--- src/rtl/fetch_stage_if.sv ---
// rtl/fetch_stage_if.sv - fetch stage control, imem and IF/ID signal bundle
interface fetch_stage_if;
  // pipeline control from hazard unit / execute
  logic        stall;
  logic        flush;
  logic        branch_taken;
  logic [31:0] branch_target;
  // instruction memory (combinational, word-indexed)
  logic [31:0] imem_address;
  logic [31:0] imem_instruction;
  // IF/ID pipeline register and debug counter
  logic [31:0] if_id_pc;
  logic [31:0] if_id_instruction;
  logic        if_id_valid;
  logic [31:0] fetch_count;

  // fetch stage side
  modport master (
    input  stall, flush, branch_taken, branch_target, imem_instruction,
    output imem_address, if_id_pc, if_id_instruction, if_id_valid, fetch_count
  );

  // surrounding pipeline / memory side
  modport slave (
    output stall, flush, branch_taken, branch_target, imem_instruction,
    input  imem_address, if_id_pc, if_id_instruction, if_id_valid, fetch_count
  );
endinterface

--- src/rtl/fetch_stage.sv ---
// rtl/fetch_stage.sv - instruction fetch: PC, imem address, IF/ID register, fetch counter
module fetch_stage #(
  parameter logic [31:0] RESET_PC     = 32'd0,
  parameter logic [31:0] BUBBLE_INSTR = 32'd0
) (
  input logic          clk,
  input logic          rst,
  fetch_stage_if.master bus
);

  // What the IF/ID register does on a given edge
  typedef enum logic [1:0] {
    IFID_HOLD    = 2'd0,
    IFID_BUBBLE  = 2'd1,
    IFID_ADVANCE = 2'd2
  } ifid_action_e;

  logic [31:0]  pc_q, pc_d;
  logic [31:0]  if_id_pc_q, if_id_pc_d;
  logic [31:0]  if_id_instr_q, if_id_instr_d;
  logic         if_id_valid_q, if_id_valid_d;
  logic [31:0]  fetch_count_q, fetch_count_d;
  logic [31:0]  pc_plus1;
  ifid_action_e ifid_action;

  // Sequential successor wraps naturally at 2^32
  assign pc_plus1 = pc_q + 32'd1;

  // Next-state decode: a taken branch redirects the PC and squashes the
  // wrong-path fetch; flush only squashes, so the PC still follows stall
  always_comb begin
    pc_d          = pc_q;
    if_id_pc_d    = if_id_pc_q;
    if_id_instr_d = if_id_instr_q;
    if_id_valid_d = if_id_valid_q;
    fetch_count_d = fetch_count_q;
    ifid_action   = IFID_HOLD;

    if (bus.branch_taken) begin
      pc_d = bus.branch_target;
    end else if (!bus.stall) begin
      pc_d = pc_plus1;
    end

    if (bus.flush || bus.branch_taken) begin
      ifid_action = IFID_BUBBLE;
    end else if (!bus.stall) begin
      ifid_action = IFID_ADVANCE;
    end

    case (ifid_action)
      IFID_BUBBLE: begin
        if_id_instr_d = BUBBLE_INSTR;
        if_id_pc_d    = 32'd0;
        if_id_valid_d = 1'b0;
      end
      IFID_ADVANCE: begin
        if_id_instr_d = bus.imem_instruction;
        if_id_pc_d    = pc_plus1;
        if_id_valid_d = 1'b1;
        fetch_count_d = fetch_count_q + 32'd1;
      end
      default: begin
      end
    endcase
  end

  // State registers; reset clears everything immediately, dropping any pending request
  always_ff @(posedge clk or posedge rst) begin
    if (rst) begin
      pc_q          <= RESET_PC;
      if_id_pc_q    <= 32'd0;
      if_id_instr_q <= BUBBLE_INSTR;
      if_id_valid_q <= 1'b0;
      fetch_count_q <= 32'd0;
    end else begin
      pc_q          <= pc_d;
      if_id_pc_q    <= if_id_pc_d;
      if_id_instr_q <= if_id_instr_d;
      if_id_valid_q <= if_id_valid_d;
      fetch_count_q <= fetch_count_d;
    end
  end

  assign bus.imem_address      = pc_q;
  assign bus.if_id_pc          = if_id_pc_q;
  assign bus.if_id_instruction = if_id_instr_q;
  assign bus.if_id_valid       = if_id_valid_q;
  assign bus.fetch_count       = fetch_count_q;

endmodule

--- src/flat_wrapper.sv ---
// flat-port wrapper written by rule: the top's interface ports become plain ports
module fetch_stage_flat 
#(
  parameter logic [31:0] RESET_PC     = 32'd0,
  parameter logic [31:0] BUBBLE_INSTR = 32'd0
)
  (clk, rst, bus_stall, bus_flush, bus_branch_taken, bus_branch_target, bus_imem_instruction, bus_imem_address, bus_if_id_pc, bus_if_id_instruction, bus_if_id_valid, bus_fetch_count);
  fetch_stage_if bus_i ();
  input logic clk;
  input logic rst;
  input wire logic [$bits(bus_i.stall)-1:0] bus_stall;
  input wire logic [$bits(bus_i.flush)-1:0] bus_flush;
  input wire logic [$bits(bus_i.branch_taken)-1:0] bus_branch_taken;
  input wire logic [$bits(bus_i.branch_target)-1:0] bus_branch_target;
  input wire logic [$bits(bus_i.imem_instruction)-1:0] bus_imem_instruction;
  output wire logic [$bits(bus_i.imem_address)-1:0] bus_imem_address;
  output wire logic [$bits(bus_i.if_id_pc)-1:0] bus_if_id_pc;
  output wire logic [$bits(bus_i.if_id_instruction)-1:0] bus_if_id_instruction;
  output wire logic [$bits(bus_i.if_id_valid)-1:0] bus_if_id_valid;
  output wire logic [$bits(bus_i.fetch_count)-1:0] bus_fetch_count;
  assign bus_i.stall = bus_stall;
  assign bus_i.flush = bus_flush;
  assign bus_i.branch_taken = bus_branch_taken;
  assign bus_i.branch_target = bus_branch_target;
  assign bus_i.imem_instruction = bus_imem_instruction;
  assign bus_imem_address = bus_i.imem_address;
  assign bus_if_id_pc = bus_i.if_id_pc;
  assign bus_if_id_instruction = bus_i.if_id_instruction;
  assign bus_if_id_valid = bus_i.if_id_valid;
  assign bus_fetch_count = bus_i.fetch_count;
  fetch_stage #(.RESET_PC(RESET_PC), .BUBBLE_INSTR(BUBBLE_INSTR)) u_core (.clk(clk), .rst(rst), .bus(bus_i));
endmodule
--- config.mk ---
export PLATFORM = sky130hd
export DESIGN_NAME = fetch_stage_flat
export DESIGN_NICKNAME = d
export VERILOG_FILES = /design/src/rtl/fetch_stage_if.sv /design/src/rtl/fetch_stage.sv /design/src/flat_wrapper.sv
export SDC_FILE = /design/constraint.sdc
export NUM_CORES = 1
export LEC_CHECK = 0
export CAP_MARGIN = 20
export CORE_MARGIN = 1
export CORE_UTILIZATION = 39
export CTS_BUF_LIST = sky130_fd_sc_hd__clkbuf_16
export DETAILED_ROUTE_END_ITERATION = 12
export PLACE_DENSITY = 0.72
export SLEW_MARGIN = 15
export SYNTH_ARGS = -nofsm -noshare
export SYNTH_HDL_FRONTEND = slang
export SYNTH_SLANG_ARGS = --single-unit
--- constraint.sdc ---
create_clock -name clk -period 5.2 [get_ports clk]
set_input_delay 1.04 -clock clk [delete_from_list [all_inputs] [get_ports clk]]
set_output_delay 1.04 -clock clk [all_outputs]
set_load 0.005 [all_outputs]
==> impl_metrics.csv, run 1 <==
group,metric,value,unit
worst_setup_path,cp_slowest_cell,"nor4_1",
floorplanning,die_y,129,um
logic_synthesis,netlist.top_cell.by_area,"dfrtp_1",
worst_setup_path,crit_arrival,3.33,ns
power_and_ir_drop,irDropWorstVdd,0.227,mV
drt,viasPerCell,5.06,
worst_setup_path,startpoint_type,"input port",
logic_synthesis,synth.avg_cell_area,10.1,um^2
layout,post-route-util,57.0,%
cts,clkLatencyLatePin,0.42,ns
floorplanning,num_rows,46,
layout,fill_cells,1407,
global_route,antenna_found_initial,0,
drt,dr.pass1.iters,5,
timing,fin_crit_sh,58.1,%
logic_synthesis,synthArstFlopShare,100,%
logic_synthesis,ys_ff_latch,129,
layout,final_area,9020,um^2
logic_synthesis,yosysUniqueCellTypes,45,
drt,wl_met3,1370,um
layout,drive_above_1_share,6.45,%
worst_setup_path,critPathKind,"input port to flop",
drt,routed_wl,16700,um
place,hpwl,11400,um
worst_setup_path,path_delay_family,"simple AND/OR/NAND/NOR gates",
power_and_ir_drop,p_switching,702,uW
cts,ctsResizeCount,0,
power_and_ir_drop,internal-power,2.08,mW
floorplanning,die_area,16700,um^2
drt,drc,0,
logic_synthesis,synthFlopType,"dfrtp_1",
power_and_ir_drop,p_sw_share,25.2,%
logic_synthesis,seq_area_frac_synth,51.2,%
power_and_ir_drop,seq_power_share,41.5,%
drt,wl_per_cell,16.1,um
logic_synthesis,ys_warn_count,0,
timing,skew,0.00611,ns
worst_setup_path,path_cells,"buf_2 > buf_4 > nor4b_2 > nand3_1 > nor4_1 > nand4_1 > xnor2_1",
power_and_ir_drop,p_comb_share,13.4,%
cts,clock_sinks,129,
power_and_ir_drop,p_per_area,309,nW/um^2
cts,path_clk_slew,0.06,ns
drt,wl_met1,7520,um
place,io_buffers,197,
power_and_ir_drop,p_total,2.78,mW
logic_synthesis,synthTopCellsByCount,"dfrtp_1 (129), xnor2_1 (68), nand2_1 (64)",
global_route,grt-ovfl-total,0,
timing,maxSlewHeadroom,32.9,%
power_and_ir_drop,total_leakage_power,3.66,nW
timing,setup_viol,0,
cts,postCtsSetupBuffers,0,
logic_synthesis,yosysMostFrequentCell,"dfrtp_1",
cts,root_buffer,"clkbuf_16",
global_route,grt_max_degree,70,
layout,syn2layout_area_growth,43.0,%
floorplanning,ios,198,
cts,hold_buffers,0,
drt,ant_nets,0,
min_path,hold_path_class,"flop to flop",
timing,rsz0062_at_grt,"no",
layout,nets,880,
cts,htreeDepth,4,
worst_setup_path,rrSetupSlack,2.72,ns
logic_synthesis,syn_area,6310,um^2
worst_setup_path,cp.required,5.51,ns
worst_setup_path,cpPeakStageDelay,0.77,ns
place,place_ws,1.79,ns
run_status,outcome,"complete, no violations",
timing,worstMarginPinSlew,0.997,ns
timing,layout_min_cycle_time,3.02,ns
drt,maxUsedRoutingLayer,"met4",
global_route,grt_usage,21.0,%
drt,drt_iter0_drc,411,
drt,via_count,5254,
place,gp_congestion,0.888,
worst_setup_path,crit_buf_inv,2,
cts,cts_buffer_depth,2,
drt,wl_met2,7550,um
layout,diodes,0,
floorplanning,core,15800,um^2
floorplanning,start_util,39.8,%
job,maxCapViolCount,0,
worst_setup_path,end_kind,"flop",
timing,fin_setup_tns,0,ns
timing,hold_viol,0,
cts,numCtsBuffers,17,
logic_synthesis,syn_nets,696,
logic_synthesis,synth_area_leaders,"dfrtp_1 (51%), xnor2_1 (9.4%), mux2i_1 (5.2%)",
cts,tritoncts,"built",
floorplanning,die-width,129,um
timing,finalMaxSlewViolations,0,
timing,worst_slack,2.18,ns
logic_synthesis,synth_top_area_share,51.2,%
worst_setup_path,cp_max_fo,67,
global_route,grt_pass1_wl,26800,um
timing,max_freq,331,MHz
place,place_area,8400,um^2
logic_synthesis,synth-edff-count,0,
logic_synthesis,synthCells,625,
global_route,grt_pass1_vias,5162,
power_and_ir_drop,p_clk_share,45.1,%
## sequential cells by signal, summed over array words and instances (netlist names)
register / cells
u_core.bus.if_id_pc: 32
u_core.bus.imem_address: 32
u_core.bus.if_id_valid: 1
u_core.bus.if_id_instruction: 32
u_core.bus.fetch_count: 32
## cell families (layout without fill, tap and decap cells)
logic type / count (synthesis) / in the layout / share of synthesized area, %
DFF: 129 / 129 / 51.2
AOI/OAI and AO/OA: 89 / 89 / 7.14
adders and majority gates: 2 / 2 / 0.397
muxes: 34 / 34 / 5.42
xor gates and xnor gates: 92 / 92 / 12.8
buffers and inverters: 41 / 238 / 3.27
and+or+nand+nor: 238 / 238 / 19.8
## cell usage in the layout, fill, tap and decap left out, drive strengths merged
cell type        n
bufinv           4
o31ai            1
dfrtp          129
nor2            61
nand4           22
clkdlybuf4s50  195
xor2            24
clkinv          10
ha               2
clkinvlp         2
nor3            15
nor4b            1
nor2b            2
or3              3
and2b            1
and3             8
buf              7
o21a             1
nand2           64
nand3           30
inv              3
clkbuf          17
or2              2
mux2i           33
mux2             1
nand2b           2
and2             3
a21oi           31
nor4            14
and4             6
or4              3
and4b            1
o21ai           56
xnor2           68
## path summary, 6_finish.rpt
kind	from	to	cells after the start
worst max-delay path	bus_branch_taken	u_core.bus.fetch_count[24]	7
worst min-delay path	u_core.bus.fetch_count[31]	u_core.bus.fetch_count[31]	1
worst max register to register	u_core.bus.imem_address[0]	u_core.bus.imem_address[28]	6
worst min register to register	u_core.bus.fetch_count[31]	u_core.bus.fetch_count[31]	1
max in group asynchronous	rst	u_core.bus.fetch_count[18]	3
min in group asynchronous	rst	u_core.bus.if_id_instruction[26]	2
## per-layer routing
| metal | vias up | track usage [%] |
|---|---|---|
| li1 | 2528 | - |
| met1 | 2510 | 27.8 |
| met2 | 199 | 31.5 |
| met3 | 17 | 6.40 |
| met4 | 0 | 9.34 |
| met5 | - | 0 |
## metrics by stage
step	instances	hold slack [ns]
after floorplan	625	0.468
after global placement	1006	0.463
after detailed placement	1006	0.466
after CTS	1038	0.473
after global routing	1038	0.503
final	1038	0.476
## layout make-up
cell class / instances / area (um^2) / area share, %
Timing Repair Buffer: 202 / 2010 / 22.3
Multi-Input combinational cell: 455 / 2870 / 31.8
Sequential cell: 129 / 3230 / 35.8
Inverter: 4 / 17.5 / 0.194
Tap cell: 216 / 270 / 3.00
Clock buffer: 17 / 425 / 4.72
Clock inverter: 15 / 193 / 2.14
## power groups by stage
stage	Clock, mW	Sequential [mW]	Combinational [mW]
global placement	0	1.17	0.372
detailed placement	0	1.17	0.377
floorplan	0	1.15	0.182
finish	1.26	1.16	0.372
global route	1.32	1.17	0.413
CTS	1.27	1.15	0.378
No activity file was read; power rests on OpenSTA's default activity.
==> inputs of run 2 (changes only) <==
--- a/config.mk
+++ b/config.mk
@@ -10,7 +10,7 @@
 export CORE_UTILIZATION = 39
 export CTS_BUF_LIST = sky130_fd_sc_hd__clkbuf_16
 export DETAILED_ROUTE_END_ITERATION = 12
-export PLACE_DENSITY = 0.72
+export PLACE_DENSITY = 0.75
 export SLEW_MARGIN = 15
 export SYNTH_ARGS = -nofsm -noshare
 export SYNTH_HDL_FRONTEND = slang
==> constraint.sdc (replaced) <==
create_clock -name clk -period 2.5 [get_ports clk]
set_input_delay 0.5 -clock clk [delete_from_list [all_inputs] [get_ports clk]]
set_output_delay 0.5 -clock clk [all_outputs]
set_load 0.005 [all_outputs]
==> impl_metrics.csv, run 2 (synthesis gave the netlist of run 1 again) <==
group,metric,value,unit
power_and_ir_drop,p_per_area,612,nW/um^2
global_route,antenna_found_initial,0,
drt,routed_wl,17000,um
global_route,grt_pass1_wl,27900,um
layout,drive_above_1_share,7.09,%
run_status,outcome,"complete, no violations",
worst_setup_path,cp_max_fo,6,
floorplanning,core,15800,um^2
drt,dr.pass1.iters,5,
drt,viasPerCell,5.11,
cts,numCtsBuffers,17,
timing,hold_viol,0,
cts,clkLatencyLatePin,0.42,ns
place,gp_congestion,0.863,
cts,htreeDepth,4,
cts,root_buffer,"clkbuf_16",
timing,maxSlewHeadroom,60.0,%
layout,stdcell_count,1048,
place,place_inst,1016,
floorplanning,start_util,39.8,%
layout,layout_common_cells,"clkdlybuf4s50_1 (195), dfrtp_1 (129), xnor2_1 (68)",
min_path,hold_path_class,"input port to flop",
floorplanning,die_area,16700,um^2
cts,hold_buffers,0,
drt,ant_nets,0,
floorplanning,num_rows,46,
drt,drt_iter0_drc,441,
cts,postCtsSetupBuffers,0,
timing,fin_crit_sh,83.1,%
worst_setup_path,end_kind,"flop",
timing,fin_setup_tns,0,ns
power_and_ir_drop,p_total,5.54,mW
cts,cts_buffer_depth,2,
worst_setup_path,crit_arrival,2.39,ns
place,place_ws,0.214,ns
timing,layout_min_cycle_time,2.08,ns
global_route,grt_pass1_vias,5329,
layout,fill_cells,1399,
cts,clock_sinks,129,
global_route,grt-ovfl-total,0,
power_and_ir_drop,irDropWorstVdd,0.415,mV
floorplanning,die-width,129,um
layout,syn2layout_area_growth,43.6,%
worst_setup_path,critPathKind,"flop to flop",
job,maxCapViolCount,0,
place,io_buffers,197,
timing,setup_viol,0,
global_route,grt_max_degree,67,
layout,diodes,0,
cts,tritoncts,"built",
layout,nets,890,
drt,drc,0,
floorplanning,die_y,129,um
worst_setup_path,startpoint_type,"flop",
timing,finalMaxSlewViolations,0,
place,hpwl,11600,um
timing,max_freq,482,MHz
cts,path_clk_slew,0.05,ns
power_and_ir_drop,total_leakage_power,3.70,nW
timing,worst_slack,0.424,ns
layout,multi_input_area,2870,um^2
drt,wl_per_cell,16.2,um
layout,layout_commonest_cell,"clkdlybuf4s50_1",
cts,ctsResizeCount,0,
floorplanning,ios,198,
timing,rsz0062_at_grt,"no",
timing,worstMarginPinSlew,0.600,ns
layout,seqCellArea,3230,um^2
drt,via_count,5359,
worst_setup_path,cp.required,2.82,ns
global_route,grt_usage,21.9,%
timing,skew,0.00982,ns
==> run 2: cell types whose count changed in the layout (fill, tap and decap cells not counted), sizes merged <==
cell / previous run / this run
clkinvlp: 2 / 4
buf: 7 / 17
bufinv: 4 / 2
clkinv: 10 / 8
inv: 3 / 5
==> run 2: per-stage QoR <==
| step | area [um^2] | utilization [%] | hold slack [ns] |
|---|---|---|---|
| 5_1_grt | 9060 | 57.2 | 0.491 |
| 4_1_cts | 9060 | 57.2 | 0.460 |
| 2_1_floorplan | 6310 | - | 0.468 |
| 3_3_place_gp | 8500 | 53.7 | 0.461 |
| 3_5_place_dp | 8500 | 53.7 | 0.476 |
| 6_report | 9060 | 57.2 | 0.477 |
==> run 2: worst paths after layout <==
path | from | end | slack, ns | depth (start not counted)
max | u_core.bus.imem_address[0] | u_core.bus.if_id_pc[28] | 0.42 | 6
min | bus_stall | u_core.bus.if_id_pc[5] | 0.48 | 3
max reg2reg | u_core.bus.imem_address[0] | u_core.bus.if_id_pc[28] | 0.42 | 6
min reg2reg | u_core.bus.if_id_valid | u_core.bus.if_id_valid | 0.49 | 1
max in group asynchronous | rst | u_core.bus.if_id_pc[25] | 1.64 | 3
min in group asynchronous | rst | u_core.bus.imem_address[26] | 0.56 | 3
==> run 2: area by class of cell <==
type / instances / area share (%)
flip-flops and latches: 129 / 35.6
repair buffers: 212 / 23.3
clock inverters: 15 / 1.42
clock buffers: 17 / 4.70
multi-input cells: 455 / 31.7
inverters: 4 / 0.207
well taps: 216 / 2.98
==> run 2: report_power, final <==
group / switching (mW) / internal [mW] / leakage (nW) / total (mW)
clock network: 0.904 / 1.44 / 0.275 / 2.34
logic: 0.326 / 0.472 / 1.71 / 0.799
registers: 0.192 / 2.21 / 1.72 / 2.40
total: 1.42 / 4.12 / 3.70 / 5.54
==> run 2: critical path: stages, from the launching register on <==
cell     delay, ns
dfrtp_1       0.50
ha_1          0.28
and3_1        0.24
nand4_1       0.32
nor3_1        0.31
xnor2_1       0.12
o31ai_1       0.20
==> run 2: layer usage <==
metal,track usage (%),vias up,part of all wire (%)
li1,-,2542,-
met1,28.1,2563,44
met2,34.4,223,46
met3,6.69,31,7.6
met4,8.86,0,2.2
met5,0,-,0
==> inputs of run 3 (changes only) <==
==> constraint.sdc (replaced) <==
create_clock -name clk -period 1.8 [get_ports clk]
set_input_delay 0.36 -clock clk [delete_from_list [all_inputs] [get_ports clk]]
set_output_delay 0.36 -clock clk [all_outputs]
set_load 0.005 [all_outputs]
==> impl_metrics.csv, run 3 (synthesis gave the netlist of run 1 again) <==
group,metric,value,unit
cts,root_buffer,"clkbuf_16",
timing,hold_viol,0,
place,gp_congestion,0.881,
timing,maxSlewHeadroom,61.4,%
global_route,grt_usage,23.2,%
layout,fill_cells,1274,
layout,layout_commonest_cell,"clkdlybuf4s50_1",
cts,clkLatencyLatePin,0.42,ns
layout,multi_input_area,3080,um^2
worst_setup_path,cp_slowest_cell,"clkdlybuf4s50_1",
timing,worst_slack,-0.0125,ns
global_route,grt_max_degree,66,
worst_setup_path,cp.required,1.44,ns
global_route,grt_pass1_wl,29500,um
layout,final_area,10200,um^2
floorplanning,die-width,129,um
cts,numCtsBuffers,17,
timing,max_freq,552,MHz
drt,via_count,5860,
timing,rsz0062_at_grt,"yes",
global_route,antenna_found_initial,0,
timing,fin_crit_sh,101,%
cts,clock_sinks,129,
timing,layout_min_cycle_time,1.81,ns
layout,nets,992,
worst_setup_path,startpoint_type,"flop",
run_status,outcome,"complete, but fails checks",
layout,syn2layout_area_growth,62.1,%
layout,layout_common_cells,"clkdlybuf4s50_1 (165), dfrtp_1 (121), buf_4 (99)",
drt,routed_wl,18800,um
timing,skew,0.00612,ns
global_route,grt-ovfl-total,0,
global_route,grt_pass1_vias,5807,
floorplanning,die_area,16700,um^2
drt,ant_nets,0,
worst_setup_path,cp_max_fo,6,
floorplanning,ios,198,
worst_setup_path,path_delay_family,"buffers and inverters",
timing,finalMaxSlewViolations,0,
job,maxCapViolCount,0,
worst_setup_path,path_cells,"buf_4 > clkdlybuf4s50_1",
place,place_area,9100,um^2
min_path,hold_path_class,"input port to asynchronous set/reset pin",
worst_setup_path,crit_arrival,1.45,ns
floorplanning,num_rows,46,
place,hpwl,12900,um
cts,tritoncts,"built",
cts,path_clk_slew,0.06,ns
drt,dr.pass1.iters,5,
layout,post-route-util,64.6,%
power_and_ir_drop,p_per_area,840,nW/um^2
floorplanning,die_y,129,um
timing,setup_viol,1,
drt,viasPerCell,5.10,
worst_setup_path,cpPeakStageDelay,0.51,ns
drt,drt_iter0_drc,410,
cts,htreeDepth,4,
cts,cts_buffer_depth,2,
layout,seqCellArea,3240,um^2
layout,drive_above_1_share,21.6,%
worst_setup_path,end_kind,"output pin",
timing,worstMarginPinSlew,0.579,ns
place,io_buffers,197,
floorplanning,start_util,39.8,%
worst_setup_path,crit_buf_inv,2,
run_status,violations,"negative setup slack",
worst_setup_path,critPathKind,"flop to output pin",
power_and_ir_drop,total_leakage_power,4.54,nW
layout,diodes,0,
drt,drc,0,
floorplanning,core,15800,um^2
power_and_ir_drop,irDropWorstVdd,0.625,mV
drt,wl_per_cell,16.3,um
[run 3: cell count changes in the layout (fill, tap and decap cells not counted), sizes merged, moves of 2 or more]
cell           delta
buf             +102
clkinv            -2
clkdlybuf4s50    -30
inv               -2
dlygate4sd2      +14
dlymetal6s2s     +16
bufinv            +3
[run 3: where the power goes]
group	internal (mW)	switching, mW
sequential	3.07	0.133
clock	2.45	1.32
combinational	0.912	0.700
[run 3: timing repair]
action / CTS / global route
resized for setup: 34 / 57
hold buffers: 0 / 0
setup endpoints to repair: 48 / 64
setup buffers: 19 / 11
pin swaps: 8 / 25
[run 3: layout make-up]
cell class                 count  area share, %
inverter                       4          0.184
clock inverter                15           2.11
sequential                   129           31.7
tap                          216           2.64
timing repair buffer         314           29.1
clock buffer                  17           4.16
multi-input combinational    455           30.2
[run 3: worst paths after layout]
path | startpoint | endpoint | slack, ns | depth (start not counted)
setup / recovery | u_core.bus.imem_address[8] | bus_imem_address[8] | -0.01 | 2
hold / removal | rst | u_core.bus.fetch_count[24] | 0.22 | 2
setup reg to reg | u_core.bus.imem_address[6] | u_core.bus.imem_address[25] | 0.01 | 5
hold reg to reg | u_core.bus.if_id_valid | u_core.bus.if_id_valid | 0.48 | 1
max in group asynchronous | rst | u_core.bus.imem_address[0] | 0.96 | 3
min in group clk | bus_stall | u_core.bus.if_id_pc[4] | 0.39 | 4
[run 3: through the flow]
step | setup TNS, ns | std cells | setup WS (ns) | power (mW) | hold slack, ns
3_5_place_dp | -6.88 | 1089 | -0.310 | 4.72 | 0.471
2_1_floorplan | -20.33 | 625 | -0.155 | 3.85 | 0.468
4_1_cts | -0.191 | 1140 | -0.0299 | 8.59 | 0.209
6_report | -0.0125 | 1150 | -0.0125 | 8.59 | 0.220
3_3_place_gp | -5.96 | 1089 | -0.303 | 4.70 | 0.465
5_1_grt | -1.11 | 1150 | -0.105 | 8.94 | 0.222
[run 3: layer usage]
layer | share of wire [%] | GRT usage, % | vias up
met2 | 48 | 37.4 | 247
li1 | - | - | 2747
met4 | 2.7 | 9.41 | 0
met1 | 41 | 29.6 | 2823
met5 | 0 | 0 | -
met3 | 8.1 | 6.28 | 43
